File: src/rtl/apb_sysctl_pkg.sv
// Shared register map, CTRL field layout and address decode for the APB system controller/timer.
package apb_sysctl_pkg;

    localparam logic [11:0] OFF_VERSION  = 12'h000;
    localparam logic [11:0] OFF_CTRL     = 12'h004;
    localparam logic [11:0] OFF_STATUS   = 12'h008;
    localparam logic [11:0] OFF_GPIO_OUT = 12'h010;
    localparam logic [11:0] OFF_GPIO_IN  = 12'h014;
    localparam logic [11:0] OFF_IRQ_PEND = 12'h018;
    localparam logic [11:0] OFF_IRQ_EN   = 12'h01C;
    localparam logic [11:0] OFF_MTIME_LO = 12'h020;
    localparam logic [11:0] OFF_MTIME_HI = 12'h024;
    localparam logic [11:0] CMP_BASE     = 12'h100;
    localparam int          CMP_STRIDE   = 8;

    localparam int CTRL_EN_BIT       = 0;
    localparam int CTRL_PRESC_LSB    = 8;
    localparam int STATUS_DONE_BIT   = 16;
    localparam int STATUS_ERROR_BIT  = 17;

    localparam logic [63:0] MTIMECMP_RST = 64'hFFFF_FFFF_FFFF_FFFF;

    typedef enum logic [3:0] {
        REG_VERSION, REG_CTRL, REG_STATUS, REG_GPIO_OUT, REG_GPIO_IN,
        REG_IRQ_PEND, REG_IRQ_EN, REG_MTIME_LO, REG_MTIME_HI, REG_CMP, REG_NONE
    } reg_sel_e;

    typedef struct packed {
        reg_sel_e   sel;
        logic [2:0] chan;
        logic       hi;
    } reg_dec_t;

    // addr must already have its byte-lane bits cleared.
    function automatic reg_dec_t decode_addr(input logic [11:0] addr, input int ncmp);
        reg_dec_t d;
        d.sel  = REG_NONE;
        d.chan = addr[5:3];
        d.hi   = addr[2];
        case (addr)
            OFF_VERSION:  d.sel = REG_VERSION;
            OFF_CTRL:     d.sel = REG_CTRL;
            OFF_STATUS:   d.sel = REG_STATUS;
            OFF_GPIO_OUT: d.sel = REG_GPIO_OUT;
            OFF_GPIO_IN:  d.sel = REG_GPIO_IN;
            OFF_IRQ_PEND: d.sel = REG_IRQ_PEND;
            OFF_IRQ_EN:   d.sel = REG_IRQ_EN;
            OFF_MTIME_LO: d.sel = REG_MTIME_LO;
            OFF_MTIME_HI: d.sel = REG_MTIME_HI;
            default: begin
                if (addr[11:8] == CMP_BASE[11:8] && 32'(addr[7:3]) < ncmp)
                    d.sel = REG_CMP;
            end
        endcase
        return d;
    endfunction

endpackage

File: src/rtl/apb_sysctl_timer_if.sv
// APB bus bundle for the system controller; names are from the slave's point of view.
interface apb_sysctl_timer_if;
    // Setup phase: psel=1, penable=0. Access phase: psel=1, penable=1. The slave
    // always answers pready=1, so every transfer is exactly one setup plus one access cycle.
    logic        i_psel;
    logic        i_penable;
    logic [11:0] i_paddr;
    logic        i_pwrite;
    logic [31:0] i_pwdata;
    logic [31:0] o_prdata;
    logic        o_pready;
    logic        o_pslverr;

    modport master (
        output i_psel, i_penable, i_paddr, i_pwrite, i_pwdata,
        input  o_prdata, o_pready, o_pslverr
    );

    modport slave (
        input  i_psel, i_penable, i_paddr, i_pwrite, i_pwdata,
        output o_prdata, o_pready, o_pslverr
    );
endinterface

File: src/rtl/apb_sysctl_timer_cmp_chan.sv
// One 64-bit compare channel: mtimecmp register, sticky pending bit and registered irq line.
module timer_cmp_chan
    import apb_sysctl_pkg::*;
(
    input  logic        clk,
    input  logic        rst,
    input  logic        wr_lo,
    input  logic        wr_hi,
    input  logic [31:0] wdata,
    input  logic        w1c,
    input  logic        irq_en,
    input  logic [63:0] mtime,
    output logic [63:0] cmp,
    output logic        pend,
    output logic        irq
);
    logic [63:0] cmp_q, cmp_d;
    logic        pend_q, pend_d;
    logic        irq_q, irq_d;
    logic        hit;

    always_comb begin
        cmp_d = cmp_q;
        if (wr_lo) cmp_d[31:0]  = wdata;
        if (wr_hi) cmp_d[63:32] = wdata;

        hit = (mtime >= cmp_q);

        // Reprogramming the compare or a W1C beats a simultaneous hit; a persisting hit re-pends next cycle.
        pend_d = pend_q;
        if (wr_lo || wr_hi || w1c) pend_d = 1'b0;
        else if (hit)              pend_d = 1'b1;

        irq_d = pend_q & irq_en;
    end

    always_ff @(posedge clk) begin
        if (rst) begin
            cmp_q  <= MTIMECMP_RST;
            pend_q <= 1'b0;
            irq_q  <= 1'b0;
        end else begin
            cmp_q  <= cmp_d;
            pend_q <= pend_d;
            irq_q  <= irq_d;
        end
    end

    assign cmp  = cmp_q;
    assign pend = pend_q;
    assign irq  = irq_q;
endmodule

File: src/rtl/apb_sysctl_timer.sv
// APB system controller: version/status, GPIO, prescaled 64-bit mtime and NCMP compare channels.
module apb_sysctl_timer
    import apb_sysctl_pkg::*;
#(
    parameter int          NCMP    = 2,
    parameter int          GPIO_W  = 4,
    parameter int          PRESC_W = 8,
    parameter logic [31:0] VERSION = 32'h0001_0000
) (
    input  logic                clk,
    input  logic                rst,
    apb_sysctl_timer_if.slave   apb,
    input  logic                i_ram_init_done,
    input  logic                i_ram_init_error,
    input  logic [GPIO_W-1:0]   i_gpio,
    output logic [GPIO_W-1:0]   o_gpio,
    output logic [NCMP-1:0]     o_timer_irq
);
    logic [31:0]        prdata_q, prdata_d;
    logic               pslverr_q, pslverr_d;
    logic               en_q, en_d;
    logic [PRESC_W-1:0] presc_q, presc_d, cnt_q, cnt_d;
    logic [63:0]        mtime_q, mtime_d;
    logic [GPIO_W-1:0]  gpio_q, gpio_d, sync1_q, sync1_d, sync2_q, sync2_d;
    logic [NCMP-1:0]    irq_en_q, irq_en_d;

    logic               setup, wr, tick;
    reg_dec_t           dec;
    logic [31:0]        rd_data;
    logic [NCMP-1:0]    cmp_wr_lo, cmp_wr_hi, w1c, pend;
    logic [63:0]        cmp_val [NCMP];
    logic               unused_paddr_bits;

    assign unused_paddr_bits = ^apb.i_paddr[1:0];
    assign setup = apb.i_psel & ~apb.i_penable;
    assign wr    = apb.i_psel & apb.i_penable & apb.i_pwrite;
    assign dec   = decode_addr({apb.i_paddr[11:2], 2'b00}, NCMP);

    always_comb begin
        rd_data = '0;
        case (dec.sel)
            REG_VERSION:  rd_data = VERSION;
            REG_CTRL: begin
                rd_data[CTRL_EN_BIT]                 = en_q;
                rd_data[CTRL_PRESC_LSB +: PRESC_W]   = presc_q;
            end
            REG_STATUS: begin
                rd_data[STATUS_DONE_BIT]  = i_ram_init_done;
                rd_data[STATUS_ERROR_BIT] = i_ram_init_error;
            end
            REG_GPIO_OUT: rd_data[GPIO_W-1:0] = gpio_q;
            REG_GPIO_IN:  rd_data[GPIO_W-1:0] = sync2_q;
            REG_IRQ_PEND: rd_data[NCMP-1:0]   = pend;
            REG_IRQ_EN:   rd_data[NCMP-1:0]   = irq_en_q;
            REG_MTIME_LO: rd_data = mtime_q[31:0];
            REG_MTIME_HI: rd_data = mtime_q[63:32];
            default: begin
                for (int i = 0; i < NCMP; i++)
                    if (dec.sel == REG_CMP && dec.chan == 3'(i))
                        rd_data = dec.hi ? cmp_val[i][63:32] : cmp_val[i][31:0];
            end
        endcase
    end

    always_comb begin
        prdata_d  = prdata_q;
        pslverr_d = pslverr_q;
        if (setup) begin
            pslverr_d = (dec.sel == REG_NONE);
            if (!apb.i_pwrite) prdata_d = rd_data;
        end

        en_d     = en_q;
        presc_d  = presc_q;
        gpio_d   = gpio_q;
        irq_en_d = irq_en_q;
        if (wr && dec.sel == REG_CTRL) begin
            en_d    = apb.i_pwdata[CTRL_EN_BIT];
            presc_d = apb.i_pwdata[CTRL_PRESC_LSB +: PRESC_W];
        end
        if (wr && dec.sel == REG_GPIO_OUT) gpio_d   = apb.i_pwdata[GPIO_W-1:0];
        if (wr && dec.sel == REG_IRQ_EN)   irq_en_d = apb.i_pwdata[NCMP-1:0];

        // The divider restarts from 0 whenever CTRL is written so a new presc takes effect cleanly.
        tick  = en_q && (cnt_q == presc_q);
        cnt_d = cnt_q;
        if (wr && dec.sel == REG_CTRL) cnt_d = '0;
        else if (en_q)                 cnt_d = tick ? '0 : cnt_q + PRESC_W'(1);

        mtime_d = mtime_q;
        if (wr && (dec.sel == REG_MTIME_LO || dec.sel == REG_MTIME_HI)) begin
            if (dec.sel == REG_MTIME_LO) mtime_d[31:0]  = apb.i_pwdata;
            else                         mtime_d[63:32] = apb.i_pwdata;
        end else if (tick) begin
            mtime_d = mtime_q + 64'd1;
        end

        sync1_d = i_gpio;
        sync2_d = sync1_q;

        cmp_wr_lo = '0;
        cmp_wr_hi = '0;
        for (int i = 0; i < NCMP; i++) begin
            if (wr && dec.sel == REG_CMP && dec.chan == 3'(i)) begin
                cmp_wr_lo[i] = ~dec.hi;
                cmp_wr_hi[i] = dec.hi;
            end
        end
        w1c = (wr && dec.sel == REG_IRQ_PEND) ? apb.i_pwdata[NCMP-1:0] : '0;
    end

    always_ff @(posedge clk) begin
        if (rst) begin
            prdata_q  <= '0;
            pslverr_q <= 1'b0;
            en_q      <= 1'b1;
            presc_q   <= '0;
            cnt_q     <= '0;
            mtime_q   <= '0;
            gpio_q    <= '0;
            sync1_q   <= '0;
            sync2_q   <= '0;
            irq_en_q  <= '0;
        end else begin
            prdata_q  <= prdata_d;
            pslverr_q <= pslverr_d;
            en_q      <= en_d;
            presc_q   <= presc_d;
            cnt_q     <= cnt_d;
            mtime_q   <= mtime_d;
            gpio_q    <= gpio_d;
            sync1_q   <= sync1_d;
            sync2_q   <= sync2_d;
            irq_en_q  <= irq_en_d;
        end
    end

    for (genvar i = 0; i < NCMP; i++) begin : g_chan
        timer_cmp_chan u_chan (
            .clk    (clk),
            .rst    (rst),
            .wr_lo  (cmp_wr_lo[i]),
            .wr_hi  (cmp_wr_hi[i]),
            .wdata  (apb.i_pwdata),
            .w1c    (w1c[i]),
            .irq_en (irq_en_q[i]),
            .mtime  (mtime_q),
            .cmp    (cmp_val[i]),
            .pend   (pend[i]),
            .irq    (o_timer_irq[i])
        );
    end

    assign apb.o_prdata  = prdata_q;
    assign apb.o_pready  = 1'b1;
    assign apb.o_pslverr = pslverr_q;
    assign o_gpio        = gpio_q;
endmodule

File: src/flat_wrapper.sv
// flat-port wrapper written by rule: the top's interface ports become plain ports
module apb_sysctl_timer_flat import apb_sysctl_pkg::*;
#(
    parameter int          NCMP    = 2,
    parameter int          GPIO_W  = 4,
    parameter int          PRESC_W = 8,
    parameter logic [31:0] VERSION = 32'h0001_0000
)
  (clk, rst, i_ram_init_done, i_ram_init_error, i_gpio, o_gpio, o_timer_irq, apb_i_psel, apb_i_penable, apb_i_paddr, apb_i_pwrite, apb_i_pwdata, apb_o_prdata, apb_o_pready, apb_o_pslverr);
  apb_sysctl_timer_if apb_i ();
  input  logic clk;
  input  logic rst;
  input  logic i_ram_init_done;
  input  logic i_ram_init_error;
  input  logic [GPIO_W-1:0] i_gpio;
  output logic [GPIO_W-1:0] o_gpio;
  output logic [NCMP-1:0] o_timer_irq;
  input wire logic [$bits(apb_i.i_psel)-1:0] apb_i_psel;
  input wire logic [$bits(apb_i.i_penable)-1:0] apb_i_penable;
  input wire logic [$bits(apb_i.i_paddr)-1:0] apb_i_paddr;
  input wire logic [$bits(apb_i.i_pwrite)-1:0] apb_i_pwrite;
  input wire logic [$bits(apb_i.i_pwdata)-1:0] apb_i_pwdata;
  output wire logic [$bits(apb_i.o_prdata)-1:0] apb_o_prdata;
  output wire logic [$bits(apb_i.o_pready)-1:0] apb_o_pready;
  output wire logic [$bits(apb_i.o_pslverr)-1:0] apb_o_pslverr;
  assign apb_i.i_psel = apb_i_psel;
  assign apb_i.i_penable = apb_i_penable;
  assign apb_i.i_paddr = apb_i_paddr;
  assign apb_i.i_pwrite = apb_i_pwrite;
  assign apb_i.i_pwdata = apb_i_pwdata;
  assign apb_o_prdata = apb_i.o_prdata;
  assign apb_o_pready = apb_i.o_pready;
  assign apb_o_pslverr = apb_i.o_pslverr;
  apb_sysctl_timer #(.NCMP(NCMP), .GPIO_W(GPIO_W), .PRESC_W(PRESC_W), .VERSION(VERSION)) u_core (.clk(clk), .rst(rst), .apb(apb_i), .i_ram_init_done(i_ram_init_done), .i_ram_init_error(i_ram_init_error), .i_gpio(i_gpio), .o_gpio(o_gpio), .o_timer_irq(o_timer_irq));
endmodule
File: config.mk
export PLATFORM = sky130hd
export DESIGN_NAME = apb_sysctl_timer_flat
export DESIGN_NICKNAME = d
export VERILOG_FILES = /design/src/rtl/apb_sysctl_pkg.sv /design/src/rtl/apb_sysctl_timer_if.sv /design/src/rtl/apb_sysctl_timer_cmp_chan.sv /design/src/rtl/apb_sysctl_timer.sv /design/src/flat_wrapper.sv
export SDC_FILE = /design/constraint.sdc
export NUM_CORES = 1
export LEC_CHECK = 0
export ABC_AREA = 1
export CORE_ASPECT_RATIO = 0.8
export CORE_MARGIN = 10
export CORE_UTILIZATION = 60
export CTS_CLUSTER_DIAMETER = 120
export DETAILED_ROUTE_END_ITERATION = 8
export PLACE_DENSITY = 0.8
export SKIP_CTS_REPAIR_TIMING = 1
export SYNTH_ARGS = -nofsm -noshare
export SYNTH_HDL_FRONTEND = slang
export SYNTH_SLANG_ARGS = --single-unit
File: constraint.sdc
create_clock -name clk -period 5.7 [get_ports clk]
set_input_delay 0.855 -clock clk [delete_from_list [all_inputs] [get_ports clk]]
set_output_delay 0.855 -clock clk [all_outputs]
set_load 0.05 [all_outputs]
==> reports/metrics.cfg, run 1 <==
[status]
status = complete, no violations

[routing]
drtAntennaViolNets = 0
drc = 0
vias = 18500
wl_um = 63600
drt_iter0_markers = 2624
drtPass1Iterations = 6
viasPerCell = 6.04
wire_per_inst_um = 20.8

[sta]
drv_slew = 0
fin_crit_sh_pct = 65.4
clock_skew_ns = 0.0123
rsz0062_at_grt = no
relSlewSlack_pct = 30.2
layout_min_cycle_time_ns = 3.73
finalSetupTns_ns = 0
fmaxAchievable_mhz = 268
worstMarginPinSlew_ns = 1.04
finalSetupViolCount = 0
hold_viol = 0
fin_hold_ws_ns = 0.399

[power_and_ir_drop]
vdd_drop_max_uv = 259
p_leak_nw = 10.0
p_per_area_nw_per_um2 = 229
p_sw_mw = 1.29
swShare_pct = 29.4
seqPwrFrac_pct = 46.0
internal_power_mw = 3.08
pwr-share-clk_pct = 40.6
comb_power_share_pct = 13.4

[cts]
clk_pin_slew_worst_paths_ns = 0.06
clock_path_buffers = 3
cts_max_level = 1
cts-root-buf = clkbuf_16
clk_latency_ns = 0.56
cts_tree = yes
cts.sinks = 260
numCtsBuffers = 27

[placement]
place_area_sq_um = 18200
dpl.hpwl_um = 46800
io_buffer_count = 91
place_congestion = 1.05

[setup_path]
cp-end-kind = flop
slowest_delay_ns = 0.64
criticalPathCategory = input pin to flop
crit_required_ns = 6.12
crit_arrival_ns = 4.15
cp-start-kind = input pin
crit_chain = clkdlybuf4s50_1, inv_2, nand2_1, nor2_2, nand3_1, buf_4, nand2_2, nand2_4, nand3_2, buf_4, nand2_1, nand2_1, a21oi_1
crit_path_frequent_cell = nand2_1
cp_max_fo = 33
cpMaxStageDelayCell = nand2_1

[synth]
syn_area_sq_um = 17200
syn_avg_cell_area_sq_um = 6.50
synthArstFlopShare_pct = 0
synthCells = 2641
ys_warn_count = 0
ys_ff_latch = 260
synth_cell_types = 45
synth_edf_count = 0
yosysSeqAreaShare_pct = 30.3
synth_nets = 2826
synthFlopType = dfxtp_1

[global_routing]
grt_usage_pct = 34.1
grt_pass1_wl_um = 96800
antenna_found_initial = 0
grt_max_degree = 78
first_global_vias = 17200
grt_overflow = 0
grt_use_met3_pct = 7.90
top_usage_layer = met2
use_met2_pct = 50.3
grt_use_met1_pct = 47.6

[final_layout]
final_cell_area_sq_um = 19100
final_core_util_pct = 67.7
layout_common_cells = nand2_1, inv_1, dfxtp_1
layout-drive-gt1-share_pct = 3.72
syn2layout_area_growth_pct = 11.3
diodes = 0
final_common_cell = nand2_1
finalNetCount = 2859

[floorplanning]
ios = 95
die_area_sq_um = 35800
rows = 55
core_sq_um = 28200
die_h_um = 171
start_util_pct = 60.8
die_w_um = 209

[hold_path]
worstHoldPathType = flop to flop

[job]
max_cap_viol_count = 0

==> final timing paths <==
kind / from / to / slack [ns] / cells past startpoint
max: apb_i_paddr[3] / u_core.mtime_q[38] / 1.97 / 13
min: u_core.sync1_q[2] / u_core.sync2_q[2] / 0.40 / 2
max reg2reg: u_core.en_q / u_core.mtime_q[29] / 2.89 / 7
min reg2reg: u_core.sync1_q[2] / u_core.sync2_q[2] / 0.40 / 2
==> sequential cells by signal, summed over array words and instances (netlist names) <==
signal,cells
u_core.cnt_q,8
u_core.presc_q,8
u_core.apb.o_prdata,32
u_core.sync1_q,4
u_core.g_chan.u_chan.pend,2
u_core.irq_en_q,2
u_core.mtime_q,64
u_core.apb.o_pslverr,1
u_core.o_gpio,4
u_core.sync2_q,4
u_core.en_q,1
u_core.g_chan.u_chan.irq,2
u_core.g_chan.u_chan.cmp,128
==> layer usage <==
layer	wire length [um]	up-vias
met5	0	-
met4	2260	0
met3	8030	167
met2	26200	1111
met1	27100	8497
li1	-	8699
==> per-stage QoR <==
stage	setup slack, ns	power [mW]	std cells
final	1.97	4.37	3059
after global routing	1.94	4.51	3059
after CTS	2.16	4.34	3059
after detailed placement	1.57	2.60	3015
after global placement	1.68	2.58	3015
after floorplan	3.34	2.39	2641
==> synthesized netlist by cell type, types with 3 or more instances <==
library cell | instances | area (sq um)
and2_1 | 4 | 25.0
o21a_1 | 4 | 30.0
nor4_1 | 5 | 31.3
nand3_1 | 131 | 656
nor2_2 | 5 | 31.3
inv_1 | 331 | 1240
o22ai_1 | 21 | 131
a21o_1 | 4 | 30.0
clkbuf_1 | 80 | 300
nor3_1 | 25 | 125
buf_1 | 3 | 11.3
clkinv_1 | 4 | 15.0
inv_2 | 5 | 18.8
o21ai_0 | 140 | 701
o211ai_1 | 165 | 1240
xor2_1 | 36 | 315
xnor2_1 | 3 | 26.3
buf_4 | 8 | 60.1
nand3_2 | 3 | 30.0
nor2_4 | 3 | 33.8
and3b_1 | 4 | 35.0
nand4_1 | 37 | 231
nand2_1 | 767 | 2880
dfxtp_1 | 260 | 5200
buf_6 | 4 | 45.0
a21oi_1 | 168 | 841
a211oi_1 | 4 | 30.0
buf_2 | 20 | 100
nand2_2 | 3 | 18.8
nor2_1 | 244 | 916
ha_1 | 130 | 1630
==> logic make-up after synthesis <==
logic type,share of synthesized area [%]
simple gates,30.1
compound gates,17.6
buf+inv,10.4
flops,30.3
fa+ha+maj,9.48
xor+xnor,1.99
other cells,0.0218
==> cell type report <==
type                       instances  area [sq um]
clock buffer                      37           763
clock inverter                     7          87.6
fill                            2524          9110
inverter                         340          1280
multi-input combinational       1926         10200
sequential                       260          5200
tap                              370           463
timing repair buffer             119          1120
==> power groups by stage <==
stage	Sequential (mW)	Combinational, mW	Clock [mW]
finish	2.01	0.585	1.77
floorplan	1.99	0.405	0
CTS	2.00	0.566	1.78
global route	2.01	0.649	1.85
detailed placement	2.04	0.561	0
global placement	2.04	0.538	0
==> critical path, delay by kind of cell <==
| family | cells | cell delay (ns) |
|---|---|---|
| buffers and inverters | 4 | 1.38 |
| AOI/OAI and AO/OA | 1 | 0.09 |
| and+or+nand+nor | 8 | 1.76 |
No activity file was read; power rests on OpenSTA's default activity.
==> run 2: changes to the inputs <==
- CORE_UTILIZATION: 60 -> 55
- PLACE_DENSITY: 0.8 -> 0.77
- clock period: 5.7 -> 3.4 ns (I/O delays scaled with it)
==> run 2 against run 1 <==
Effect of this change:
- clock power up 75%
- largest power group unchanged
- final area up 1.8%
- via count down 0.36%
- first-iteration DRC count down 9.6%
- register-to-register slack worse by 2.6 ns
- combinational power up 76%
- non-clock buffer count up 21
- clock-buffer cell count up 8
- sequential power up 68%
- clock skew up 0.0032 ns
- sequential cell count unchanged
- global-route usage down 1.1 points
==> reports/metrics.cfg, run 2 (synthesis gave the netlist of run 1 again) <==
[placement]
dpl.hpwl_um = 49300
place_area_sq_um = 18500
place_congestion = 1.02
io_buffer_count = 91
dp.cells = 3079

[cts]
clk_pin_slew_worst_paths_ns = 0.07
cts_tree = yes
cts_max_level = 1
clock_path_buffers = 3
cts-root-buf = clkbuf_16
clk_latency_ns = 0.57
cts.sinks = 260
numCtsBuffers = 28

[sta]
fmaxAchievable_mhz = 324
finalSetupViolCount = 0
finalSetupTns_ns = 0
layout_min_cycle_time_ns = 3.08
relSlewSlack_pct = 11.8
drv_slew = 0
fin_crit_sh_pct = 90.7
rsz0062_at_grt = no
worstMarginPinSlew_ns = 1.31
clock_skew_ns = 0.0155
hold_viol = 0
fin_hold_ws_ns = 0.399

[floorplanning]
die_h_um = 178
core_sq_um = 30600
ios = 95
die_area_sq_um = 38700
start_util_pct = 56.1
rows = 57
die_w_um = 218

[global_routing]
grt_usage_pct = 33.0
grt_overflow = 0
antenna_found_initial = 0
grt_pass1_wl_um = 99500
first_global_vias = 16900
grt_max_degree = 94

[setup_path]
regToRegSetupSlack_ns = 0.32
crit_required_ns = 3.85
r2r_start = u_core.en_q
cp_max_fo = 22
startpoint = u_core.en_q
cp-start-kind = flop
cp-end-kind = flop
criticalPathCategory = flop to flop
crit_arrival_ns = 3.53

[routing]
drtPass1Iterations = 8
drtAntennaViolNets = 0
vias = 18400
wl_um = 65500
drc = 0
drt_iter0_markers = 2373
viasPerCell = 5.88
wire_per_inst_um = 20.9

[final_layout]
finalNonFillerCells = 3131
syn2layout_area_growth_pct = 13.2
final_cell_area_sq_um = 19400
n_fill_cell = 2852
finalNetCount = 2881
register_area_sq_um = 5200
final_common_cell = nand2_1
layout-drive-gt1-share_pct = 4.56
multiInputGateArea_sq_um = 10200
largest_register_ffs = 128
diodes = 0
layout_common_cells = nand2_1, inv_1, dfxtp_1

[power_and_ir_drop]
swShare_pct = 29.7
p_leak_nw = 10.2
comb_power_share_pct = 13.8
seqPwrFrac_pct = 44.9
internal_power_mw = 5.28
pwr-share-clk_pct = 41.3
p_per_area_nw_per_um2 = 386
p_sw_mw = 2.23
vdd_drop_max_uv = 449

[hold_path]
worstHoldPathType = input pin to flop
hold_start = rst

[status]
status = complete, no violations

[job]
max_cap_viol_count = 0

## run 2: cell types whose count changed in the layout (fill, tap and decap cells not counted), sizes merged
| cell | delta |
|---|---|
| bufinv | -1 |
| clkbuf | +8 |
| clkinv | +1 |
| buf | +21 |
| clkinvlp | -1 |
| inv | +1 |
## run 2: final timing paths
kind,to,depth (start not counted)
setup / recovery,u_core.mtime_q[28],8
hold / removal,u_core.g_chan[1].u_chan.cmp[63],3
setup reg to reg,u_core.mtime_q[28],8
hold reg to reg,u_core.sync2_q[3],2
## run 2: final cells by class
type | instances | share of cell area, %
Multi-Input combinational cell | 1926 | 52.4
Clock buffer | 45 | 4.35
Clock inverter | 7 | 0.348
Tap cell | 413 | 2.66
Timing Repair Buffer | 140 | 6.91
Inverter | 340 | 6.58
Sequential cell | 260 | 26.8
## run 2: power by group through the flow
stage	combinational, mW	clock [mW]	sequential, mW
global placement	0.971	0	3.42
detailed placement	1.01	0	3.42
floorplan	0.678	0	3.33
finish	1.03	3.10	3.37
CTS	1.01	3.12	3.36
global route	1.15	3.22	3.38
## run 2: per-stage QoR
stage	setup slack [ns]	power, mW	utilization, %
after floorplan	1.39	4.01	-
after global placement	0.502	4.39	60.5
after detailed placement	0.435	4.43	60.5
after CTS	0.448	7.48	63.5
after global routing	0.188	7.74	63.5
final	0.317	7.51	63.5
## run 2: worst max-delay path, cell delays in order (launching register included)
cell,delay [ns]
dfxtp_1,0.49
inv_1,0.27
nor4_1,1.15
nand3b_4,0.28
nand2_2,0.34
buf_12,0.22
nand3_1,0.09
nand2_1,0.08
nor2_1,0.04
## run 2: routing by layer
metal	vias up	global-route usage (%)	wire length, um
met4	0	11.1	2230
met3	143	7.06	7760
met5	-	0	0
met2	1000	46.9	26200
met1	8498	48.0	29300
li1	8766	-	-
